**config.mk**
```make
export PLATFORM = sky130hd
export DESIGN_NAME = instr_prefetch_buffer
export DESIGN_NICKNAME = d
export VERILOG_FILES = /design/src/rtl/fetch_pkg.sv /design/src/rtl/fetch_fifo.sv /design/src/rtl/instr_prefetch_buffer.sv
export SDC_FILE = /design/constraint.sdc
export NUM_CORES = 1
export LEC_CHECK = 0
export ABC_AREA = 1
export CAP_MARGIN = 25
export CORE_UTILIZATION = 29
export CTS_BUF_LIST = sky130_fd_sc_hd__clkbuf_2 sky130_fd_sc_hd__clkbuf_4 sky130_fd_sc_hd__clkbuf_8
export DETAILED_ROUTE_END_ITERATION = 6
export PLACE_DENSITY_LB_ADDON = 0.05
export RECOVER_POWER = 25
export SLEW_MARGIN = 20
export SYNTH_ARGS = -nofsm -noshare
export SYNTH_HDL_FRONTEND = slang
export SYNTH_SLANG_ARGS = --single-unit
export TNS_END_PERCENT = 5
```
**constraint.sdc**
```tcl
create_clock -name i_clk -period 3.5 [get_ports i_clk]
set_clock_uncertainty 0.05 [all_clocks]
set_input_delay 0.35 -clock i_clk [delete_from_list [all_inputs] [get_ports i_clk]]
set_output_delay 0.35 -clock i_clk [all_outputs]
set_load 0.02 [all_outputs]
```
**src/rtl/fetch_pkg.sv**
```systemverilog
// Shared types and constants for the instruction prefetch unit and its FIFO.
package fetch_pkg;

  typedef enum logic [1:0] {
    IDLE    = 2'd0,
    FETCH   = 2'd1,
    FULL    = 2'd2,
    DISCARD = 2'd3
  } fetch_state_e;

  localparam logic [31:0] NOP_INSTR = 32'h0000_0013;

  typedef struct packed {
    logic [63:0] pc;
    logic [31:0] instr;
  } fetch_entry_t;

endpackage

```
**src/rtl/fetch_fifo.sv**
```systemverilog
// Synchronous FIFO of prefetched entries; flush clears pointers and count.
module fetch_fifo
  import fetch_pkg::*;
#(
  parameter int unsigned DEPTH   = 4,
  parameter type         entry_t = fetch_entry_t
) (
  input  logic                   i_clk,
  input  logic                   i_arst,
  input  logic                   push,
  input  logic                   pop,
  input  logic                   flush,
  input  entry_t                 din,
  output entry_t                 head,
  output logic [$clog2(DEPTH):0] count
);

  localparam int unsigned PW = $clog2(DEPTH);

  entry_t        mem_q [DEPTH];
  entry_t        mem_d [DEPTH];
  logic [PW-1:0] rd_ptr_q, rd_ptr_d;
  logic [PW-1:0] wr_ptr_q, wr_ptr_d;
  logic [PW:0]   count_q, count_d;

  always_comb begin
    mem_d    = mem_q;
    rd_ptr_d = rd_ptr_q;
    wr_ptr_d = wr_ptr_q;
    count_d  = count_q;
    if (flush) begin
      rd_ptr_d = '0;
      wr_ptr_d = '0;
      count_d  = '0;
    end else begin
      if (push) begin
        mem_d[wr_ptr_q] = din;
        wr_ptr_d        = wr_ptr_q + PW'(1);
      end
      if (pop) begin
        rd_ptr_d = rd_ptr_q + PW'(1);
      end
      count_d = count_q + (PW+1)'(push) - (PW+1)'(pop);
    end
  end

  always_ff @(posedge i_clk or negedge i_arst) begin
    if (!i_arst) begin
      for (int unsigned i = 0; i < DEPTH; i++) begin
        mem_q[i] <= '0;
      end
      rd_ptr_q <= '0;
      wr_ptr_q <= '0;
      count_q  <= '0;
    end else begin
      mem_q    <= mem_d;
      rd_ptr_q <= rd_ptr_d;
      wr_ptr_q <= wr_ptr_d;
      count_q  <= count_d;
    end
  end

  assign head  = mem_q[rd_ptr_q];
  assign count = count_q;

endmodule

```
**src/rtl/instr_prefetch_buffer.sv**
```systemverilog
// Sequential instruction prefetcher with redirect flush and abandoned-read discard.
module instr_prefetch_buffer
  import fetch_pkg::*;
#(
  parameter int unsigned           ADDR_WIDTH  = 64,
  parameter int unsigned           INSTR_WIDTH = 32,
  parameter int unsigned           DEPTH       = 4,
  parameter logic [ADDR_WIDTH-1:0] RESET_PC    = '0
) (
  input  logic                   i_clk,
  input  logic                   i_arst,
  output logic                   o_mem_req,
  output logic [ADDR_WIDTH-1:0]  o_mem_addr,
  input  logic                   i_mem_ack,
  input  logic [INSTR_WIDTH-1:0] i_mem_rdata,
  input  logic                   i_redirect,
  input  logic [ADDR_WIDTH-1:0]  i_redirect_pc,
  input  logic                   i_take,
  output logic                   o_instr_valid,
  output logic [INSTR_WIDTH-1:0] o_instruction,
  output logic [ADDR_WIDTH-1:0]  o_pc,
  output logic [ADDR_WIDTH-1:0]  o_pc_plus4
);

  localparam int unsigned CW = $clog2(DEPTH) + 1;

  typedef struct packed {
    logic [ADDR_WIDTH-1:0]  pc;
    logic [INSTR_WIDTH-1:0] instr;
  } entry_t;

  fetch_state_e          state_q, state_d;
  logic [ADDR_WIDTH-1:0] req_addr_q, req_addr_d;
  logic [ADDR_WIDTH-1:0] pend_pc_q, pend_pc_d;
  logic [ADDR_WIDTH-1:0] target;
  logic                  push, pop;
  logic [CW-1:0]         count, count_nxt;
  entry_t                head, din;

  assign target    = {i_redirect_pc[ADDR_WIDTH-1:2], 2'b00};
  assign push      = (state_q == FETCH) && i_mem_ack && !i_redirect;
  assign pop       = o_instr_valid && i_take && !i_redirect;
  assign count_nxt = count + CW'(push) - CW'(pop);
  assign din       = '{pc: req_addr_q, instr: i_mem_rdata};

  always_comb begin
    state_d    = state_q;
    req_addr_d = req_addr_q;
    pend_pc_d  = pend_pc_q;
    if (i_redirect) begin
      unique case (state_q)
        FETCH: begin
          if (i_mem_ack) begin
            req_addr_d = target;
          end else begin
            pend_pc_d = target;
            state_d   = DISCARD;
          end
        end
        DISCARD: begin
          pend_pc_d = target;
          if (i_mem_ack) begin
            req_addr_d = target;
            state_d    = FETCH;
          end
        end
        default: begin
          req_addr_d = target;
          state_d    = FETCH;
        end
      endcase
    end else begin
      unique case (state_q)
        IDLE: state_d = FETCH;
        FETCH: begin
          if (i_mem_ack) begin
            req_addr_d = req_addr_q + ADDR_WIDTH'(4);
          end
          if (count_nxt == CW'(DEPTH)) begin
            state_d = FULL;
          end
        end
        FULL: begin
          if (count_nxt < CW'(DEPTH)) begin
            state_d = FETCH;
          end
        end
        DISCARD: begin
          // The abandoned read's data is simply not pushed.
          if (i_mem_ack) begin
            req_addr_d = pend_pc_q;
            state_d    = FETCH;
          end
        end
        default: state_d = IDLE;
      endcase
    end
  end

  always_ff @(posedge i_clk or negedge i_arst) begin
    if (!i_arst) begin
      state_q    <= IDLE;
      req_addr_q <= RESET_PC;
      pend_pc_q  <= '0;
    end else begin
      state_q    <= state_d;
      req_addr_q <= req_addr_d;
      pend_pc_q  <= pend_pc_d;
    end
  end

  fetch_fifo #(
    .DEPTH  (DEPTH),
    .entry_t(entry_t)
  ) u_fifo (
    .i_clk (i_clk),
    .i_arst(i_arst),
    .push  (push),
    .pop   (pop),
    .flush (i_redirect),
    .din   (din),
    .head  (head),
    .count (count)
  );

  assign o_mem_req     = (state_q == FETCH) || (state_q == DISCARD);
  assign o_mem_addr    = req_addr_q;
  assign o_instr_valid = (count != '0);
  assign o_instruction = o_instr_valid ? head.instr : INSTR_WIDTH'(NOP_INSTR);
  assign o_pc          = o_instr_valid ? head.pc : '0;
  assign o_pc_plus4    = o_pc + ADDR_WIDTH'(4);

endmodule
```
======== Word level (Yosys, flattened, before mapping) ========
Cells that the tools add are included.
operators by class
  shift-type cells ........................ 0
  mux-type cells .......................... 28
  $mul .................................... 0
  magnitude comparators ................... 4
  bitwise gates (word level) .............. 3
  add/subtract/negate cells ............... 6
  div/mod/pow operators ................... 0
  equality and inequality tests ........... 11
  reduce and logical (&&, ||, !) cells .... 18
operator list
  cell                     count
  $mux W64                 7
  $bwmux W384              1
  $mux W96                 3
  $pmux W64 S2             2
  $bmux W96 S2             1
  $demux W96 S2            1
  $add A64 B3 Y64 const B  2
  $mux W32                 1
  $mux W2                  9
  $ne A3 B3 Y1 const B     5
  $pmux W2 S4              1
  $ge A3 B3 Y1 const B     2
  $not A2 Y3               2
  $reduce_and A3 Y1        2
  $reduce_bool A2 Y1       3
  $reduce_bool A3 Y1       2
  $logic_and A1 B1 Y1      5
  $add A2 B1 Y2 const B    2
  $eq A2 B2 Y1 const B     2
  $pmux W2 S2              1
  $reduce_and A4 Y1        1
  $add A3 B1 Y3            1
  $eq A3 B3 Y1 const B     1
  $lt A3 B1 Y1 const B     1
  12 further kinds         12
word-level totals
  input port bits ......................... 101
  latch bits .............................. 0
  logic and storage cells ................. 84
  memories kept ........................... 0
  bits in writable memories ............... 0
  ROM bits ................................ 0
  register bits ........................... 521
  output and inout bits ................... 226

======== Depth between registers and ports, before layout ========
Gate-level depths: netlist of run 1.
  depth after elaboration ................. 9
  mapped depth ............................ 17
  depth with buffers taken out ............ 15

======== Hierarchy ========
A second synthesis of run 1 with hierarchy kept.
unflattened totals
  cell total of the unflattened synthesis .. 4048
  area, all modules ....................... 28697.5 um2
modules (own cells, without submodules)
  module                 cells an instance  times used  area each (um2)  seq. area each (um2)
  fetch_fifo             2117               1           17631.9          9784.4
  instr_prefetch_buffer  1931               1           11065.6          3153.0

======== Least setup slack after synthesis of run 1 ========
Ideal clock, no wire load.
  path type ............................... register to output
  start ................................... register u_fifo.count_q[1], in the netlist u_fifo.count[1]
  end ..................................... output port o_pc_plus4[24]
  arrival ................................. 2.540 ns
  setup slack ............................. 0.560 ns
  cell stages (with the launch flop) ...... 13
  cells stage by stage .................... dfrtp_1 nor2_1 nand2_2 buf_2 buf_2 nand3_1 inv_1 ha_1 nand3_2 nor2_2 nand2_1 nor2_2 xor2_1
between the ends
  cells in the longest elaborated chain, start to end .. 3
RTL lines
  what                     line                          source
  start, declared          fetch_fifo.sv:24              logic [PW:0] count_q, count_d;
  start signal, assigned   fetch_fifo.sv:59              count_q <= count_d;
  $reduce_bool A3 Y1       instr_prefetch_buffer.sv:128  assign o_instr_valid = (count != '0);
  named net o_instr_valid  instr_prefetch_buffer.sv:19   output logic o_instr_valid,
  $mux W64                 instr_prefetch_buffer.sv:130  assign o_pc = o_instr_valid ? head.pc : '0;
  named net o_pc[3]        instr_prefetch_buffer.sv:21   output logic [ADDR_WIDTH-1:0] o_pc,
  $add A64 B3 Y64          instr_prefetch_buffer.sv:131  assign o_pc_plus4 = o_pc + ADDR_WIDTH'(4);
  end, declared            instr_prefetch_buffer.sv:22   output logic [ADDR_WIDTH-1:0] o_pc_plus4
The timed path passes the listed nets, and every way through them passes these cells.

======== Worst setup path in the final report of run 1 ========
  start ................................... register u_fifo.rd_ptr_q[0]
  end ..................................... output port o_pc_plus4[61]
between the ends
  cells in the longest elaborated chain, start to end .. 6
RTL lines
  what                                          line                          source
  start, declared                               fetch_fifo.sv:22              logic [PW-1:0] rd_ptr_q, rd_ptr_d;
  start signal, assigned                        fetch_fifo.sv:57              rd_ptr_q <= rd_ptr_d;
  $not A2 Y3 (implied by the code)              fetch_fifo.sv:63              assign head = mem_q[rd_ptr_q];
  $bmux W96 S2                                  fetch_fifo.sv:63
  $mux W96 (implied by the code) (2 in series)  fetch_fifo.sv:63
  $mux W64                                      instr_prefetch_buffer.sv:130
  $add A64 B3 Y64                               instr_prefetch_buffer.sv:131
No other way between the ends. The select of a mux whose other input is x is not followed.

==> results of run 1 <==
==> metal layers <==
| metal | vias up | global-route usage [%] |
|---|---|---|
| met5 | - | 0 |
| met4 | 0 | 6.67 |
| met3 | 141 | 2.91 |
| met2 | 638 | 34.9 |
| met1 | 12614 | 32.9 |
| li1 | 13153 | - |
==> registers in the layout (all words and copies together), names as in the netlist <==
register,cells
u_fifo.wr_ptr_q,2
u_fifo.rd_ptr_q,2
pend_pc_q,62
u_fifo.mem_q,376
o_mem_addr,62
u_fifo.count,3
state_q,2
==> cells by family (layout without fill, tap and decap cells) <==
family,count (synthesis),in the layout,share of synthesized area (%)
multiplexers,8,8,0.328
XOR/XNOR,50,50,1.60
AO/OA/AOI/OAI,676,676,12.5
AND/OR/NAND/NOR,2069,2069,30.3
other,1,8,0.0137
buffers and inverters,556,1052,8.39
flip-flops,509,509,46.4
adder cells (fa/ha/maj),9,9,0.438
==> tightest hold or removal path, stage by stage <==
cell	delay, ps
clkdlybuf4s50_1	390
inv_1	60
o21ai_0	80
==> placed cells by master, fill, tap and decap left out, drive strengths merged <==
cell type,instances
clkdlybuf4s50,244
mux2,8
clkdlybuf4s15,12
clkbuf,171
bufinv,1
xnor2,4
dlygate4sd3,2
dfrtp,509
nand2,1327
buf,244
diode,2
nor3,11
a22oi,1
dlymetal6s2s,3
a21oi,90
clkinv,13
xor2,46
o22ai,1
nor2,426
o21ai,568
fa,1
ha,8
dlygate4sd2,10
a31oi,3
o311ai,4
nand3,281
inv,350
o211ai,9
conb,6
nand3b,3
clkinvlp,1
bufbuf,1
nand4,21
==> power breakdown <==
part	internal [mW]	switching [mW]	total, mW
Sequential	8.01	1.64	9.65
Combinational	5.62	9.75	15.4
Clock	3.69	2.81	6.49
==> how the worst max path moves through the flow <==
stage | endpoint | slack (ps) | cells past startpoint
after CTS | o_pc_plus4[20] | -200 | 14
after global routing | o_pc_plus4[58] | -270 | 17
final | o_pc_plus4[61] | -130 | 17
after global placement | o_pc_plus4[25] | -20 | 14
after floorplan | o_pc_plus4[24] | 560 | 12
after detailed placement | o_pc_plus4[53] | -20 | 13
==> repair_timing <==
item                       4_1_cts  5_1_grt
pin swaps                       35       38
gates cloned                     8        5
buffers inserted                16        4
setup endpoints to repair      120       93
hold buffers                     2        0
hold endpoints to repair        69        0
gates resized for setup        439      148
==> per-stage QoR <==
step,instances,instance area (um2),power (mW),utilization (%)
detailed placement,5422,33000,24.1,35.3
global route,5634,36700,33.8,39.2
global placement,5422,33000,24.0,35.3
finish,5635,36700,31.5,39.2
floorplan,3883,27500,17.1,-
CTS,5624,36200,31.4,38.8
==> cell type report <==
type                    instances  area [um2]  area share [%]
multi-input cells            2818       13600            36.9
well taps                    1254        1570            4.28
clock buffers                 160        2000            5.44
inverters                     347        1330            3.63
repair buffers                527        5290            14.4
clock inverters                16         168           0.457
flip-flops and latches        509       12700            34.7
diodes                          2        5.00          0.0136
repair inverters                2        27.5          0.0750
==> run summary, run 1 <==
status: complete, but fails checks
failing checks: max-capacitance violations, max-slew violations, negative setup slack
# setup viols final: 42
Avg Cell Area, Syn: 7.07 um2
FMAX: 276 MHz
unrepaired setup endpoints after global routing: yes
layout net count: 4413
DR top layer: met4
Setup crit end kind: primary output
H-tree Lvls: 3
first-pass GRT wire length: 164 mm
Worst Hold Depth: 3
Distinct cells, synth: 34
pin count of the biggest net entering global routing: 121
Final min period: 3630 ps
post-DP HPWL: 76.3 mm
Critical Path RT: 3100 ps
Syn Inst Count: 3878
met1 wire length: 53.4 mm
area leader, netlist: dfrtp_1
die area: 95800 um2
most used flip-flop cell after synthesis: dfrtp_1
cell area after synthesis: 27400 um2
maxcap violations: 1
Reg2Reg Depth: 16
Area contributors post-synth: dfrtp_1, nand2_1, o21ai_0
Max Slew Vio Count: 75
CP top delay family: simple AND/OR/NAND/NOR gates
Crit Reg-Reg Startpoint: u_fifo.count[1]
CP Max Fanout: 14
post-synthesis async set-or-reset flop share: 100%
R2R Setup Slk: 550 ps
clk slew on worst S/H paths: 60 ps
YS warnings: 0
# IOs: 327
worst min-delay path class: input port to flip-flop
clock root buffer: clkbuf_8
Slowest-stage cell, CP: dfrtp_4
count leader, synth: nand2_1
#FFs+latches synth: 509
DRC: 0
Die X: 310 um
gpl congestion: 0.886
Worst setup SP type: flip-flop
Yosys top cell area share: 46.4%
Final WS setup: -126 ps
arrival time at the worst endpoint: 3230 ps
site row count: 112
Critical Path Start: u_fifo.rd_ptr_q[0]
met3 wire len: 5.00 mm
Hold EP: pend_pc_q[40]
worst hold margin: 161 ps
drt first-iter violations: 1985
clock tree from TritonCTS: built
Peak VDD IR: 0.392 mV
via count: 26546
leakage: 17.0 nW
Synth-to-Final Area Change: 33.7%
total wire length: 110 mm
relative slew slack: -43.1%
CTS buffer count: 98
WS Path Type: flip-flop to primary output
CTS Sinks: 509
r2r endpoint: state_q[0]
routed len/inst: 19.5 um
CP peak stage delay: 530 ps
cell area power density: 859 nW/um2
Commonest cells post-synth: nand2_1, o21ai_0, dfrtp_1, nor2_1, inv_1
remaining antenna violation count: 0
GRT Overall Usage: 22.7%
Final period util: 104%
initial antenna violation count: 1
Final Hold Vio Count: 0
number of synthesized flops with an enable pin: 0
post-route setup TNS: -2080 ps
I/O Buffers: 318
Worst Min Path Start: i_redirect_pc[40]
CTS Buffer Depth: 3
layout cells sized above 1: 16.4%
number of global-route vias before repair: 25541
grt ovf: 0
worst slew pin tran: 2150 ps
met2 routed WL: 48.4 mm
worst slack, placed: -24.9 ps
register area share after synthesis: 46.4%
Vias/cell: 4.71
drt pass-1 iters: 6
CP Cell Sequence: buf_6, buf_6, buf_16, nand2_1, nand3_1, nand2_2, inv_4, nor2_4, nand2_2, nor2_4, nand2_2, nor2_4, buf_4, nand2_1, nand2_1, nand2_1, clkdlybuf4s15_2
core area: 93500 um2
most used cell, CP: nand2_1
initial core utilization: 29.4%
Clock Latency Late Sink: 730 ps
fillers: 10083
CP bufs+invs: 6
die span in y: 310 um
Power figures use the tool's default switching activity.
==> inputs of run 2 (changes only) <==
CAP_MARGIN = 10   (was 25)
==> results of run 2 <==
Same layout as run 1: the final DEF is identical, and so are final timing and power.
==> inputs of run 3 (changes only) <==
ABC_CLOCK_PERIOD_IN_PS = 3500   (was not set)
MAX_ROUTING_LAYER = met4   (was not set)
SYNTH_HIERARCHICAL = 1   (was not set)
==> run 3 against run 2 <==
Net effect: die area rose by 4.6%; worst setup slack improved by 39 ps; utilization fell by 0.18 points; the run still ends with max-capacitance violations, max-slew violations, negative setup slack left; largest power group unchanged; flip-flop and latch count rose by 8.
==> run summary, run 3 <==
most flop-heavy register: u_fifo/mem_q
failing checks: max-capacitance violations, max-slew violations, negative setup slack
Commonest cells post-synth: nand2_1, inv_1, dfrtp_1, o21ai_0, nor2_1
count leader, synth: nand2_1
Syn Inst Count: 4048
cell area power density: 830 nW/um2
CTS Sinks: 517
WS Path Type: flip-flop to primary output
Psw: 14.4 mW
Final Util: 39.1%
relative slew slack: -45.4%
die area: 100000 um2
pin count of the biggest net entering global routing: 125
Inst Count DP: 5675
# IOs: 327
initial antenna violation count: 3
Tot Pwr: 31.9 mW
fillers: 10607
arrival time at the worst endpoint: 3190 ps
Final Hold Vio Count: 0
maxcap violations: 1
CTS Buffer Depth: 3
Synth-to-Final Area Change: 33.8%
status: complete, but fails checks
DRC: 0
Critical Path RT: 3100 ps
site row count: 115
number of synthesized flops with an enable pin: 0
Vias/cell: 4.67
share of total power in sequential cells: 30.4%
total wire length: 113 mm
Avg Cell Area, Syn: 7.09 um2
GRT Overall Usage: 23.3%
Final period util: 102%
via count: 27570
Largest register FFs: 384
Peak VDD IR: 0.458 mV
#FFs+latches synth: 517
worst slack, placed: -49.8 ps
I/O Buffers: 322
YS warnings: 6
drt pass-1 iters: 7
CTS buffer count: 101
Yosys top cell area share: 45.1%
cell area after synthesis: 28700 um2
number of global-route vias before repair: 26882
leakage: 19.3 nW
grt ovf: 0
Worst setup SP type: flip-flop
post-synthesis async set-or-reset flop share: 100%
FMAX: 279 MHz
die span in y: 317 um
Setup crit end kind: primary output
R2R Setup Slk: 290 ps
layout net count: 4654
clock root buffer: clkbuf_8
gpl congestion: 0.923
Layout Cells excl Fill: 5903
post-DP HPWL: 79.0 mm
P_int: 17.5 mW
Comb pwr share: 49.5%
Die X: 317 um
drt first-iter violations: 1884
CP Max Fanout: 12
unrepaired setup endpoints after global routing: yes
routed len/inst: 19.1 um
Net Sw Frac: 45.2%
first-pass GRT wire length: 170 mm
core area: 98300 um2
worst hold margin: 86.5 ps
worst min-delay path class: input port to flip-flop
Final WS setup: -86.8 ps
# setup viols final: 25
Clock Latency Late Sink: 740 ps
layout cells sized above 1: 17.2%
commonest non-fill, non-tap cell in the layout: nand2_1
clock tree from TritonCTS: built
H-tree Lvls: 3
initial core utilization: 29.2%
Final min period: 3590 ps
area leader, netlist: dfrtp_1
clock share of power: 20.1%
clk slew on worst S/H paths: 50 ps
Distinct cells, synth: 41
most used flip-flop cell after synthesis: dfrtp_1
register area share after synthesis: 45.1%
worst slew pin tran: 2180 ps
Max Slew Vio Count: 72
remaining antenna violation count: 0
Area contributors post-synth: dfrtp_1, nand2_1, o21ai_0
most frequent cells in the layout: nand2_1, inv_1, dfrtp_1
-- run 3: power by group through the flow --
stage	clock network [mW]	logic, mW	registers, mW
after floorplan	0	7.70	9.42
final	6.39	15.8	9.68
after global placement	0	15.1	9.75
after global routing	6.92	17.4	9.95
after detailed placement	0	15.2	9.77
after CTS	6.65	15.9	9.68
-- run 3: cell type report --
cell class	instances	area (um2)	area share, %
diodes	3	7.51	0.0196
clock buffers	158	1980	5.16
repair buffers	597	5870	15.3
flip-flops and latches	517	12900	33.7
well taps	1287	1610	4.19
repair inverters	3	28.8	0.0750
inverters	586	2230	5.82
multi-input cells	2735	13600	35.4
clock inverters	17	119	0.310
-- run 3: routing by layer --
layer | part of all wire (%) | global-route usage (%)
met3 | 4.3 | 2.83
met4 | 2.6 | 6.94
met2 | 46 | 36.4
met5 | 0 | -
met1 | 47 | 31.6
-- run 3: path summary, 6_finish.rpt --
path | from | end | cells past startpoint
worst max register to register | u_fifo/count[1] | state_q[1] | 15
worst min register to register | u_fifo/mem_q[354] | u_fifo/mem_q[354] | 2
worst max-delay path | u_fifo/rd_ptr_q[0] | o_pc_plus4[60] | 16
min in group asynchronous | i_arst | u_fifo/mem_q[203] | 2
worst min-delay path | i_redirect | u_fifo/rd_ptr_q[0] | 6
max in group asynchronous | i_arst | pend_pc_q[5] | 3
-- run 3: kinds of logic after synthesis --
kind of cell / after synthesis / synth area share (%)
buf+inv: 799 / 10.9
mux: 5 / 0.196
fa+ha+maj: 12 / 0.576
other cells: 1 / 0.0131
compound gates: 766 / 15.2
flops: 517 / 45.1
xor+xnor: 51 / 1.56
simple gates: 1897 / 26.4
-- run 3: metrics by stage --
stage | setup TNS (ps) | area [um2]
finish | -782 | 38400
CTS | -6110 | 38300
global route | -12160 | 38400
floorplan | 0 | 28700
global placement | -23.9 | 34800
detailed placement | -84.6 | 34800
-- run 3: repair_timing --
item | in CTS | in global routing
endpoints found under the hold margin | 58 | 0
endpoints found under the setup margin | 108 | 75
gates resized for setup | 522 | 91
gates cloned | 12 | 0
hold buffers | 1 | 0
buffers inserted | 35 | 3
pin swaps | 71 | 43
-- run 3: critical path, cell delays in order, from the launching register on --
cell and delay (ps):
dfrtp_2 420, buf_12 160, inv_16 100, buf_12 120, buf_16 130, o211ai_1 100, nand2_1 160, nand2_2 130
nor2_4 170, nand3_2 120, nor2_2 200, nand2_2 120, nor2_1 140, nand2_1 70, nand2_1 60, nand2_1 80
buf_4 170
